`config.mk`:
```
export PLATFORM = sky130hd
export DESIGN_NAME = div_golden
export DESIGN_NICKNAME = d
export VERILOG_FILES = /design/src/rtl/divisibility_sweep_checker_pkg.sv /design/src/rtl/divisibility_sweep_checker_golden.sv
export SDC_FILE = /design/constraint.sdc
export NUM_CORES = 1
export LEC_CHECK = 0
export ABC_CLOCK_PERIOD_IN_PS = 4000
export CAP_MARGIN = 15
export CORE_AREA = 2 2 39 41
export DETAILED_ROUTE_END_ITERATION = 16
export DIE_AREA = 0 0 41 43
export DONT_BUFFER_PORTS = 1
export GPL_ROUTABILITY_DRIVEN = 1
export GPL_TIMING_DRIVEN = 0
export MAX_ROUTING_LAYER = met4
export PLACE_DENSITY = 0.3
export REMOVE_ABC_BUFFERS = 1
export SLEW_MARGIN = 20
export SYNTH_ARGS = -nofsm -noshare
export SYNTH_HDL_FRONTEND = slang
export SYNTH_SLANG_ARGS = --single-unit
export TNS_END_PERCENT = 1
```
`constraint.sdc`:
```
create_clock -name vclk -period 4
set_clock_uncertainty 0.15 [all_clocks]
set_input_delay 0.6 -clock vclk [all_inputs]
set_output_delay 0.6 -clock vclk [all_outputs]
set_load 0.01 [all_outputs]
```
`src/rtl/divisibility_sweep_checker_pkg.sv`:
```
// Shared constants and state encoding for the divisibility sweep checker.
// Flag vectors are always ordered {outall, out5, out4, out3, out2}.
package div_check_pkg;

   localparam int         CODE_W    = 5;
   localparam logic [4:0] LAST_CODE = 5'd31;

   localparam int MB_2   = 0;
   localparam int MB_3   = 1;
   localparam int MB_4   = 2;
   localparam int MB_5   = 3;
   localparam int MB_ALL = 4;

   typedef enum logic [1:0] {
      ST_IDLE   = 2'd0,
      ST_SETTLE = 2'd1,
      ST_CHECK  = 2'd2,
      ST_DONE   = 2'd3
   } state_t;

endpackage

```
`src/rtl/divisibility_sweep_checker_golden.sv`:
```
// Combinational golden reference: expected divisibility flags for a 5-bit code.
module div_golden
   import div_check_pkg::*;
(
   input  logic [CODE_W-1:0] code,
   output logic [4:0]        exp_flags
);

   logic mod3_zero;
   logic mod5_zero;

   // Table lookups keep mod-3/mod-5 to a handful of gates instead of a divider.
   always_comb begin
      mod3_zero = 1'b0;
      case (code)
         5'd0, 5'd3, 5'd6, 5'd9, 5'd12, 5'd15,
         5'd18, 5'd21, 5'd24, 5'd27, 5'd30: mod3_zero = 1'b1;
         default:                           mod3_zero = 1'b0;
      endcase
   end

   always_comb begin
      mod5_zero = 1'b0;
      case (code)
         5'd0, 5'd5, 5'd10, 5'd15, 5'd20, 5'd25, 5'd30: mod5_zero = 1'b1;
         default:                                       mod5_zero = 1'b0;
      endcase
   end

   always_comb begin
      exp_flags         = '0;
      exp_flags[MB_2]   = ~code[0];
      exp_flags[MB_3]   = mod3_zero;
      exp_flags[MB_4]   = (code[1:0] == 2'b00);
      exp_flags[MB_5]   = mod5_zero;
      exp_flags[MB_ALL] = exp_flags[MB_2] & exp_flags[MB_3] & exp_flags[MB_4] & exp_flags[MB_5];
   end

endmodule

```
Word-level counts from Yosys, hierarchy flattened
Memory sizes are Yosys's and may differ from the RTL's.
Cells that the tools add are included.
{ "op_classes": {"reduce_logical": 3, "n_eq_ne": 6, "bitwise": 4, "muxes": 1} }
{ "ops": {"columns": ["cell", "n"], "rows": [
  ["$eq A5 B5 Y1 const B", 3],
  ["$eq A5 B4 Y1 const B", 2],
  ["$reduce_or A7 Y1", 1],
  ["$eq A5 B3 Y1 const B", 1],
  ["$logic_not A5 Y1", 1],
  ["$and A1 B1 Y1", 3],
  ["$logic_not A2 Y1", 1],
  ["$mux W1", 1],
  ["$not A1 Y1", 1]
]} }
{ "totals": {"in_bits": 5, "reg_bits": 0, "romBits": 32, "out_inout_bits": 5, "mem_count": 1} }
{ "mem_list": {"columns": ["name", "depth", "width", "rd", "rd_ports_with_merged_regs", "wr", "line", "source"], "rows": [
  ["(no name shown)", 32, 1, 1, 0, 0, "divisibility_sweep_checker_golden.sv:15", "case (code)"]
]} }

Longest topological paths before layout
Gate-level depths: netlist of the first run.
{ "depth": {"word_depth": 4, "depth_mapped": 7, "mapped_depth_nobuf": 6} }

Least setup slack after synthesis of the first run
Ideal clock, no wire load.
{ "synth_timing": {"path_kind": "input to output", "start": "input code[0]", "end": "output exp_flags[4]", "n_path_buf": 0, "path_stages": 6, "required_ps": 3250, "t_arrival_ps": 1709, "setup_slack_ps": 1541, "cell_sequence": "inv_1 -> ha_1 -> inv_1 -> a2111oi_2 -> o311ai_1 -> a211oi_2"} }
{ "synth_lines": {"columns": ["item", "line", "source"], "rows": [
  ["from (decl)", "divisibility_sweep_checker_golden.sv:5", "input logic [CODE_W-1:0] code,"],
  ["$logic_not A2 Y1", "divisibility_sweep_checker_golden.sv:34", "exp_flags[MB_4] = (code[1:0] == 2'b00);"],
  ["net exp_flags[2]", "divisibility_sweep_checker_golden.sv:6", "output logic [4:0] exp_flags"],
  ["$and A1 B1 Y1 (2 in a row)", "divisibility_sweep_checker_golden.sv:36", "exp_flags[MB_ALL] = exp_flags[MB_2] & exp_flags[MB_3] & exp_flags[MB_4] & exp_flags[MB_5];"],
  ["to (decl)", "divisibility_sweep_checker_golden.sv:6", null]
]} }
The timed path passes the listed nets, and every way through them passes these cells.

Final worst setup path of the first run
Ends and elaborated chain as after synthesis.

==> impl_metrics.csv, run 1 <==
group,metric,value,unit
outcome,status,"completed",
cells_and_area,nClkBuffers,0,
sta,finalSetupViolations,0,
sta,worst_pin_slew,0.4592,ns
placed_design,pre_cts_slack,1.410,ns
sta,tns,0,ns
route,vias,199,
grt,grt_usage,6.141,%
sta,hold_viol_final,0,
logic_synthesis,synth.largest_area_cell,"ha_1",
worst_hold_path,min_path_type,"primary input to primary output",
cells_and_area,seq_cell_count,0,
sta,finalCriticalPeriod,2.575,ns
sta,slew_headroom,68.97,%
logic_synthesis,synth.distinct_cells,17,
placed_design,dp_hpwl,429.4,um
route,routed_wl,485,um
sta,fin_ws,1.425,ns
sta,fmax,388.4,MHz
sta,finalCritPeriodShare,64.37,%
floorplan,rows,14,
cells_and_area,area_growth,2.273,%
floorplan,die_w,41,um
logic_synthesis,avgSynthCellArea,7.340,um2
setup_path,path_class,"primary input to primary output",
route,drcViolationCount,0,
clocking,hold_buffers,0,
floorplan,core_area,1384,um2
floorplan,initial_utilization,15.91,%
sta,grt_setup_unrepaired,"no",
setup_path,crit_path_end_kind,"primary output",
logic_synthesis,ys_seq_area_share,0,%
cells_and_area,drive_gt1_share,7.143,%
logic_synthesis,syn_area,220.2,um2
grt,grt_pass1_vias,176,
grt,antenna_found_initial,0,
floorplan,die_h,43,um
placed_design,place_congestion,0.7031,
clocking,post-cts-setup-buffers,0,
cells_and_area,final_nets,39,
placed_design,port-buffer-count,0,
setup_path,crit_required,3.25,ns
sta,slew_viol_final,0,
grt,grt.overflow.total,0,
logic_synthesis,syn_inst,30,
cells_and_area,seqCellArea,0,um2
route,ant_nets,0,
route,via_per_inst,4.523,
route,dr.pass1.iters,4,
setup_path,start_kind,"primary input",
route,avgRoutedWirePerCell,11.02,um
setup_path,arrival,1.82,ns
floorplan,io_pins,10,
grt,grt_pass1_wl,765,um
floorplan,dieArea,1763,um2
logic_synthesis,synthTopCellsByArea,"ha_1 (23%), o21ai_0 (6.8%), a2111oi_2 (6.8%), buf_4 (6.8%), inv_1 (6.8%)",
grt,grt_max_degree,8,
cells_and_area,fillers,163,
power_and_ir_drop,leakagePower,0.08788,nW
power_and_ir_drop,powerDensity,84.96,nW/um2
cells_and_area,antenna_cells,0,
job,max-cap-violations,0,
logic_synthesis,yosysTopAreaCellShare,22.73,%
setup_path,path_max_fanout,4,
logic_synthesis,ys_warn_count,0,
route,drt_iter0_drc,3,
clocking,ctsResizeCount,0,
power_and_ir_drop,ir_drop,0.00001881,V
-- cells by family after synthesis --
kind of cell,share of synthesized area (%)
adder cells (fa/ha/maj),22.73
multiplexers,4.546
AND/OR/NAND/NOR,18.75
AO/OA/AOI/OAI,40.34
buffers and inverters,13.63
-- final cells by class --
cell class / instances / area, um2 / share of cell area (%)
multi-input combinational: 24 / 190.2 / 84.44
tap: 16 / 20.02 / 8.889
inverter: 4 / 15.01 / 6.667
-- cells in the mapped netlist (2+ instances only) --
| cell type | instances |
|---|---|
| ha_1 | 4 |
| inv_1 | 4 |
| nand2_1 | 3 |
| o21ai_0 | 3 |
| buf_4 | 2 |
| nor2_1 | 2 |
| nor2b_1 | 2 |
-- worst max-delay path, stage by stage --
cell	delay, ns
inv_1	0.13
ha_1	0.26
inv_1	0.08
a2111oi_2	0.27
o311ai_1	0.17
a211oi_2	0.31
-- final timing paths --
kind	startpoint	endpoint	slack [ns]	cells past startpoint
max	code[0]	exp_flags[4]	1.43	6
min	code[0]	exp_flags[0]	1.12	1
-- per-stage QoR --
step	area, um2	utilization (%)	hold WS, ns	std cells	total power, W
6_report	225.2	16.27	1.125	44	0.00001913
5_1_grt	225.2	16.27	1.125	44	0.00002132
4_1_cts	225.2	16.27	1.122	44	0.00001936
3_5_place_dp	225.2	16.27	1.122	44	0.00001926
3_3_place_gp	225.2	16.27	1.123	44	0.00001928
2_1_floorplan	205.2	-	1.113	28	0.00001630
-- power breakdown --
group           total, W  switching [W]  internal (W)
Clock                  0              0             0
Sequential             0              0             0
Combinational  0.0000191      0.0000120    0.00000713
-- cells in the final DEF (no fill, tap or decap), types with 2 or more instances in the layout --
master and instances:
ha_1 4, inv_1 4, nand2_1 3, nor2_1 2, nor2b_1 2, o21ai_0 3
-- per-layer routing --
metal	share of wire (%)	GRT usage, %	up-vias	routed length, um
met5	0	-	-	0
met4	0	0	0	0
met3	3.1	0	0	15
met2	47	9.688	5	230
met1	49	9.177	86	238
li1	-	-	108	-
Power figures use the tool's default switching activity.
==> inputs of run 2 (changes only) <==
--- a/config.mk
+++ b/config.mk
@@ -5,7 +5,7 @@
 export SDC_FILE = /design/constraint.sdc
 export NUM_CORES = 1
 export LEC_CHECK = 0
-export ABC_CLOCK_PERIOD_IN_PS = 4000
+export ABC_CLOCK_PERIOD_IN_PS = 2550
 export CAP_MARGIN = 15
 export CORE_AREA = 2 2 39 41
 export DETAILED_ROUTE_END_ITERATION = 16
==> constraint.sdc (replaced) <==
create_clock -name vclk -period 2.55
set_clock_uncertainty 0.15 [all_clocks]
set_input_delay 0.3825 -clock vclk [all_inputs]
set_output_delay 0.3825 -clock vclk [all_outputs]
set_load 0.01 [all_outputs]
==> results of run 2 <==
Same layout as run 1 (identical final DEF). Status: completed.
Among the figures that moved: setup slack after placement 1.410 ns -> 0.3953 ns; setup slack after layout 1.425 ns -> 0.4101 ns; hold slack 1.125 ns -> 0.6897 ns; total power 0.00001913 W -> 0.00003002 W; worst IR drop on VDD 0.00001881 V -> 0.00002950 V
==> inputs of run 3 (changes only) <==
--- a/config.mk
+++ b/config.mk
@@ -5,7 +5,7 @@
 export SDC_FILE = /design/constraint.sdc
 export NUM_CORES = 1
 export LEC_CHECK = 0
-export ABC_CLOCK_PERIOD_IN_PS = 2550
+export ABC_CLOCK_PERIOD_IN_PS = 2200
 export CAP_MARGIN = 15
 export CORE_AREA = 2 2 39 41
 export DETAILED_ROUTE_END_ITERATION = 16
==> constraint.sdc (replaced) <==
create_clock -name vclk -period 2.2
set_clock_uncertainty 0.15 [all_clocks]
set_input_delay 0.33 -clock vclk [all_inputs]
set_output_delay 0.33 -clock vclk [all_outputs]
set_load 0.01 [all_outputs]
==> results of run 3 <==
Same layout as run 1 (identical final DEF). Status: completed.
Among the figures that moved: setup slack after placement 1.410 ns -> 0.1503 ns; setup slack after layout 1.425 ns -> 0.1651 ns; hold slack 1.125 ns -> 0.5847 ns; total power 0.00001913 W -> 0.00003479 W; worst IR drop on VDD 0.00001881 V -> 0.00003419 V
